`src/rtl/hex_line_serializer.sv`:
```
// Hex line serializer: captures one word of ASCII hex characters and streams
// it most-significant character first over a valid/ready byte interface,
// optionally terminated by CR LF.
module hex_line_serializer #(
  parameter int NBR_OF_NIBBLES = 4,
  parameter bit APPEND_CRLF    = 1'b1
) (
  input  logic                        clk,
  input  logic                        reset_n,
  input  logic [NBR_OF_NIBBLES*8-1:0] ascii_in,
  input  logic                        in_valid,
  output logic                        in_ready,
  output logic [7:0]                  tx_data,
  output logic                        tx_valid,
  input  logic                        tx_ready,
  output logic                        busy
);

  // A single-character word still needs a 1-bit index register.
  localparam int IW = (NBR_OF_NIBBLES > 1) ? $clog2(NBR_OF_NIBBLES) : 1;

  typedef enum logic [1:0] {IDLE, SEND_CHAR, SEND_CR, SEND_LF} state_t;

  state_t                             state_q, state_d;
  logic [IW-1:0]                      idx_q, idx_nxt;
  logic [NBR_OF_NIBBLES-1:0][7:0]     word_q;
  logic [7:0]                         data_q, nxt_byte;
  logic                               acc, xfer;

  assign in_ready = (state_q == IDLE);
  assign tx_valid = (state_q != IDLE);
  assign busy     = tx_valid;
  assign tx_data  = data_q;
  assign acc      = in_valid && in_ready;
  assign xfer     = tx_valid && tx_ready;
  assign idx_nxt  = idx_q - 1'b1;

  // Select the next lower character of the captured word.
  always_comb begin
    nxt_byte = '0;
    for (int i = 0; i < NBR_OF_NIBBLES; i++)
      if (IW'(i) == idx_nxt) nxt_byte = word_q[i];
  end

  // State register.
  always_ff @(posedge clk or negedge reset_n) begin
    if (!reset_n) state_q <= IDLE;
    else          state_q <= state_d;
  end

  // Next-state logic; every move out of a sending state needs a transfer.
  always_comb begin
    state_d = state_q;
    case (state_q)
      IDLE:      if (acc) state_d = SEND_CHAR;
      SEND_CHAR: if (xfer && idx_q == '0) state_d = APPEND_CRLF ? SEND_CR : IDLE;
      SEND_CR:   if (xfer) state_d = SEND_LF;
      SEND_LF:   if (xfer) state_d = IDLE;
      default:   state_d = IDLE;
    endcase
  end

  // Datapath: tx_data is registered so it holds its last value in IDLE and
  // stays stable while the transmitter stalls.
  always_ff @(posedge clk or negedge reset_n) begin
    if (!reset_n) begin
      word_q <= '0;
      idx_q  <= '0;
      data_q <= 8'h00;
    end else if (acc) begin
      word_q <= ascii_in;
      idx_q  <= IW'(NBR_OF_NIBBLES - 1);
      data_q <= ascii_in[NBR_OF_NIBBLES*8-1 -: 8];
    end else if (xfer) begin
      case (state_q)
        SEND_CHAR: begin
          if (idx_q != '0) begin
            idx_q  <= idx_nxt;
            data_q <= nxt_byte;
          end else if (APPEND_CRLF) begin
            data_q <= 8'h0D;
          end
        end
        SEND_CR: data_q <= 8'h0A;
        default: ;
      endcase
    end
  end

endmodule

```
`config.mk`:
```
export PLATFORM = sky130hd
export DESIGN_NAME = hex_line_serializer
export DESIGN_NICKNAME = d
export VERILOG_FILES = /design/src/rtl/hex_line_serializer.sv
export SDC_FILE = /design/constraint.sdc
export NUM_CORES = 1
export LEC_CHECK = 0
export BUFFER_PORTS_ARGS = -buffer_cell sky130_fd_sc_hd__buf_2
export CAP_MARGIN = 20
export CORE_MARGIN = 4
export CORE_UTILIZATION = 51
export DETAILED_ROUTE_END_ITERATION = 8
export PLACE_DENSITY = 0.77
export RECOVER_POWER = 25
export SYNTH_ARGS = -nofsm -noshare
export SYNTH_HDL_FRONTEND = slang
export SYNTH_SLANG_ARGS = --single-unit
```
`constraint.sdc`:
```
create_clock -name clk -period 2 [get_ports clk]
set_input_delay 0.6 -clock clk [delete_from_list [all_inputs] [get_ports clk]]
set_output_delay 0.6 -clock clk [all_outputs]
set_load 0.01 [all_outputs]
```
==> flow_summary_export.csv, run 1 <==
group,metric,value,unit
run_status,status,"complete, no violations",
routing,vias_per_cell,5.05,
grt,grt_overflow,0,
final_layout,final_cell_mix,"nand2_1, buf_2, dfrtp_1",
critical_path,cp_max_fo,8,
sta,drv_slew,0,
grt,antenna_found_initial,0,
synthesis,synthAdderAreaFrac,0.0556,
synthesis,synth_simple_gate_area_frac,0.246,
die,core-area,0.00336,mm²
min_path,hp-class,"input port to async pin",
final_layout,antenna_cells,0,
clock_network,cts-htree-levels,2,
power,power.leakage,1.12,nW
routing,routed_wl,3.69,mm
final_layout,fin_cells,285,
placed_design,dpl.cell_count,277,
placed_design,gp_congestion,0.770,
critical_path,criticalPathCategory,"flip-flop to output pin",
synthesis,avgSynthCellArea,9.32,µm²
routing,drt-initial-drc-count,76,
sta,period_needed,1.87,ns
sta,hold_viol,0,
clock_network,clockBufferDepth,2,
die,rows,21,
die,dieHeight,67.4,µm
sta,timing.fmax,535,MHz
grt,grt_pass1_vias,1380,
sta,max_slew_margin,0.439,
synthesis,yosysSeqAreaShare,0.501,
routing,drc,0,
synthesis,synthMuxAreaShare,0.00626,
clock_network,cts_tree,"yes",
flow_run,drv_cap,0,
sta,period_share,0.934,
final_layout,drive_gt1_frac,0.280,
sta,grt_setup_unrepaired,"no",
critical_path,critical_path_required,1.40,ns
critical_path,startpoint_type,"flip-flop",
routing,antenna_left,0,
synthesis,syn_inst,193,
final_layout,nNetsFinal,282,
clock_network,clock_sinks,36,
clock_network,path_clk_slew,0.11,ns
die,start_util,0.535,
final_layout,final_common_cell,"nand2_1",
clock_network,insertion_delay,0.34,ns
critical_path,crit_path_end_kind,"output pin",
synthesis,synthesis.area,0.00180,mm²
die,dieArea,0.00454,mm²
grt,gr-usage-all-layers,0.184,
clock_network,cts_root_buffer,"clkbuf_4",
sta,finalSetupViolations,0,
power,p_per_area,1500,mW/mm²
sta,skew,0.00319,ns
power,ir_drop,0.600,mV
synthesis,yosysUniqueCellTypes,33,
die,die_w,67.4,µm
routing,firstDrtPassIters,4,
synthesis,syn_nets,237,
sta,holdWs,0.422,ns
die,ios,47,
synthesis,synth-seq-cells,36,
synthesis,synth_top_family_by_area,"simple AND/OR/NAND/NOR gates",
clock_network,cts_buffers,5,
critical_path,cp.arrival,1.27,ns
synthesis,synth_compound_area_frac,0.135,
placed_design,dpl.hpwl,2.82,mm
routing,vias,1438,
final_layout,area_growth,18.1,%
grt,grt_pass1_wl,6.19,mm
sta,tightest_slew,0.842,ns
routing,avgRoutedWirePerCell,12.9,µm
synthesis,synth-xor-area-share,0.00487,
grt,grt_max_degree,37,
placed_design,place.port_buffers,46,
sta,final.setup.tns,0,ns
synthesis,yosys_warnings,0,
final timing paths:
path	slack, ns	to	startpoint	depth (start not counted)
setup / recovery	0.13	busy	state_q[0]	4
hold / removal	0.42	tx_data[2]	reset_n	2
setup reg to reg	0.21	tx_data[5]	state_q[0]	6
hold reg to reg	0.49	tx_data[1]	tx_data[1]	2
max in group asynchronous	1.06	state_q[0]	reset_n	2
min in group clk	0.43	word_q[12]	ascii_in[12]	3
Yosys cell counts (all sizes together):
cell type	count	area (µm²)
o21ai	3	15.0
inv	6	22.5
nor3	5	30.0
a22oi	4	30.0
a221oi	4	35.0
nand2b	3	18.8
nor2b	7	51.3
and2	1	6.26
o211ai	1	7.51
dfrtp	36	901
a211oi	3	22.5
a2111oi	1	15.0
nor2	6	22.5
mux2	1	11.3
and3b	1	10.0
xnor2	1	8.76
a21o	1	7.51
nand2	74	278
a21oi	4	31.3
or2	2	15.0
ha	8	100
buf	8	55.1
nand4bb	1	11.3
clkbuf	4	15.0
a221o	7	70.1
a22o	1	8.76
cell type report:
cell class / count / area, µm²
clock buffers: 6 / 51.3
repair buffers: 50 / 258
clock inverters: 2 / 13.8
fillers: 299 / 1240
inverters: 6 / 22.5
well taps: 46 / 57.6
multi-input cells: 139 / 821
flip-flops and latches: 36 / 901
metrics by stage:
step	area, µm²	setup WS (ns)	utilization	total power (W)
final	2120	0.131	0.632	0.00318
after global routing	2120	0.0184	0.632	0.00347
after detailed placement	2050	0.208	0.609	0.00275
after CTS	2110	0.0180	0.628	0.00317
after global placement	2050	0.309	0.609	0.00269
after floorplan	1800	0.360	-	0.00239
where the power goes:
part	total (W)	leakage [nW]	switching [W]	internal [W]
logic	0.00149	0.638	0.000814	0.000671
clock network	0.000423	0.0386	0.000249	0.000174
registers	0.00127	0.447	0.000210	0.00106
total	0.00318	1.12	0.00127	0.00191
critical path, cell delays in order (launching register included):
cell and delay, ns:
dfrtp_1 0.41, inv_1 0.14, ha_4 0.19, inv_1 0.05
buf_2 0.13
layer usage:
layer  share of wire  track usage  vias to the layer above
li1                -            -                      730
met4          0.0089       0.0532                        0
met5               0            0                        -
met3           0.083       0.0549                        5
met1            0.47        0.271                      658
met2            0.43        0.260                       45
registers in the layout, indices dropped and copies added, names as in the netlist:
| signal | count |
|---|---|
| tx_data | 8 |
| state_q | 2 |
| word_q | 24 |
| idx_q | 2 |
kinds of logic (layout without fill, tap and decap cells):
logic type,Yosys count,count (layout)
AO/OA/AOI/OAI,29,29
XOR/XNOR,1,1
adder cells (fa/ha/maj),8,8
buffers and inverters,18,64
flip-flops,36,36
multiplexers,1,1
AND/OR/NAND/NOR,100,100
timing repair:
item | 4_1_cts | 5_1_grt
setup buffers | 0 | 0
setup endpoints to repair | 0 | 4
hold buffers | 0 | 0
gates resized for setup | 0 | 3
(Power assumes the default switching activity.)
==> run 2: changes to the inputs <==
--- a/config.mk
+++ b/config.mk
@@ -7,10 +7,10 @@
 export LEC_CHECK = 0
 export BUFFER_PORTS_ARGS = -buffer_cell sky130_fd_sc_hd__buf_2
 export CAP_MARGIN = 20
-export CORE_MARGIN = 4
-export CORE_UTILIZATION = 51
+export CORE_UTILIZATION = 54
+export CTS_BUF_LIST = sky130_fd_sc_hd__clkbuf_8
 export DETAILED_ROUTE_END_ITERATION = 8
-export PLACE_DENSITY = 0.77
+export PLACE_DENSITY = 0.84
 export RECOVER_POWER = 25
 export SYNTH_ARGS = -nofsm -noshare
 export SYNTH_HDL_FRONTEND = slang
==> flow_summary_export.csv, run 2 (synthesized netlist as in run 1, its figures left out) <==
group,metric,value,unit
run_status,status,"complete, no violations",
grt,grt_pass1_wl,6.38,mm
sta,period_share,0.922,
critical_path,startpoint_type,"flip-flop",
critical_path,crit_buf_inv,3,
final_layout,antenna_cells,0,
power,p_per_area,1530,mW/mm²
sta,tightest_slew,0.837,ns
sta,finalSetupViolations,0,
sta,final.setup.tns,0,ns
routing,vias_per_cell,5.08,
critical_path,criticalPathCategory,"flip-flop to output pin",
critical_path,critical_path_required,1.40,ns
sta,skew,0.00385,ns
sta,drv_slew,0,
min_path,hp-class,"input port to async pin",
clock_network,clock_sinks,36,
grt,grt_overflow,0,
power,pwr-share-seq,0.397,
final_layout,drive_gt1_frac,0.276,
clock_network,insertion_delay,0.29,ns
routing,routed_wl,3.69,mm
clock_network,path_clk_slew,0.07,ns
routing,drc,0,
die,dieArea,0.00357,mm²
placed_design,gp_congestion,0.876,
critical_path,cp_max_fo,8,
critical_path,crit_path_end_kind,"output pin",
critical_path,critPathTopFamily,"flip-flops",
clock_network,cts_root_buffer,"clkbuf_8",
sta,grt_setup_unrepaired,"no",
sta,max_slew_margin,0.442,
critical_path,worstPathCellList,"inv_1 > ha_2 > inv_1 > buf_2",
die,die_w,59.7,µm
sta,timing.fmax,543,MHz
sta,period_needed,1.84,ns
clock_network,cts_buffers,5,
critical_path,crit_path_frequent_cell,"inv_1",
clock_network,clockBufferDepth,2,
die,rows,20,
grt,grt_max_degree,37,
power,power.leakage,1.13,nW
clock_network,cts_tree,"yes",
power,share_comb_of_total_power,0.448,
final_layout,final_cell_mix,"nand2_1, buf_2, dfrtp_1",
placed_design,dpl.hpwl,2.70,mm
critical_path,max_stage_delay,0.40,ns
grt,antenna_found_initial,0,
die,ios,47,
power,p_int,0.00196,W
clock_network,cts-htree-levels,2,
die,start_util,0.580,
critical_path,critPathSlowestCell,"dfrtp_1",
final_layout,largest_reg_flops,24,
final_layout,area_growth,18.5,%
sta,holdWs,0.483,ns
final_layout,regMostFlops,"word_q",
routing,antenna_left,0,
flow_run,drv_cap,0,
power,clockPowerShare,0.155,
power,swShare,0.397,
grt,grt_pass1_vias,1406,
routing,vias,1437,
final_layout,final_common_cell,"nand2_1",
die,dieHeight,59.7,µm
routing,avgRoutedWirePerCell,13.0,µm
final_layout,nNetsFinal,282,
sta,hold_viol,0,
grt,gr-usage-all-layers,0.249,
routing,drt-initial-drc-count,60,
power,switching_power,0.00129,W
routing,firstDrtPassIters,4,
die,core-area,0.00310,mm²
critical_path,cp.arrival,1.24,ns
placed_design,place.port_buffers,46,
power,ir_drop,0.568,mV
clock_network,hold_buffers,0,
## run 2: per-layer routing
metal  GRT usage  vias up  part of all wire
li1            -      732                 -
met1       0.337      648              0.47
met2       0.378       51              0.44
met3      0.0736        6             0.068
met4      0.0997        0             0.019
met5           0        -                 0
## run 2: timing repair
| action | 4_1_cts | 5_1_grt |
|---|---|---|
| setup buffers | 0 | 0 |
| endpoints found under the hold margin | 0 | 0 |
| endpoints found under the setup margin | 0 | 2 |
| resized for setup | 0 | 1 |
## run 2: power groups by stage
| stage | Clock, W | Sequential, W | Combinational [W] |
|---|---|---|---|
| 4_1_cts | 0.000519 | 0.00128 | 0.00146 |
| 2_1_floorplan | 0 | 0.00125 | 0.00113 |
| 5_1_grt | 0.000551 | 0.00133 | 0.00167 |
| 3_3_place_gp | 0 | 0.00129 | 0.00141 |
| 3_5_place_dp | 0 | 0.00129 | 0.00145 |
| 6_report | 0.000503 | 0.00129 | 0.00146 |
## run 2: through the flow
stage	setup WS, ns	power, W	util	cells	area (µm²)
2_1_floorplan	0.360	0.00239	-	193	1800
3_3_place_gp	0.302	0.00270	0.659	275	2040
3_5_place_dp	0.226	0.00275	0.659	275	2040
4_1_cts	0.0857	0.00327	0.687	283	2130
5_1_grt	0.0595	0.00355	0.687	283	2130
6_report	0.157	0.00326	0.687	283	2130
## run 2: cell type report
cell class / count / area (µm²)
inverter: 6 / 22.5
timing repair buffer: 50 / 258
clock buffer: 5 / 68.8
fill: 269 / 971
clock inverter: 3 / 18.8
sequential: 36 / 901
multi-input combinational: 139 / 808
tap: 44 / 55.1
## run 2: path summary, 6_finish.rpt
path	from	end	slack, ns	depth (start not counted)
hold reg to reg	tx_data[1]	tx_data[1]	0.49	2
setup reg to reg	idx_q[0]	tx_data[6]	0.22	6
max in group asynchronous	reset_n	state_q[0]	1.00	2
min in group clk	tx_data[1]	tx_data[1]	0.49	2
hold / removal	reset_n	word_q[23]	0.48	2
setup / recovery	state_q[0]	tx_valid	0.16	4
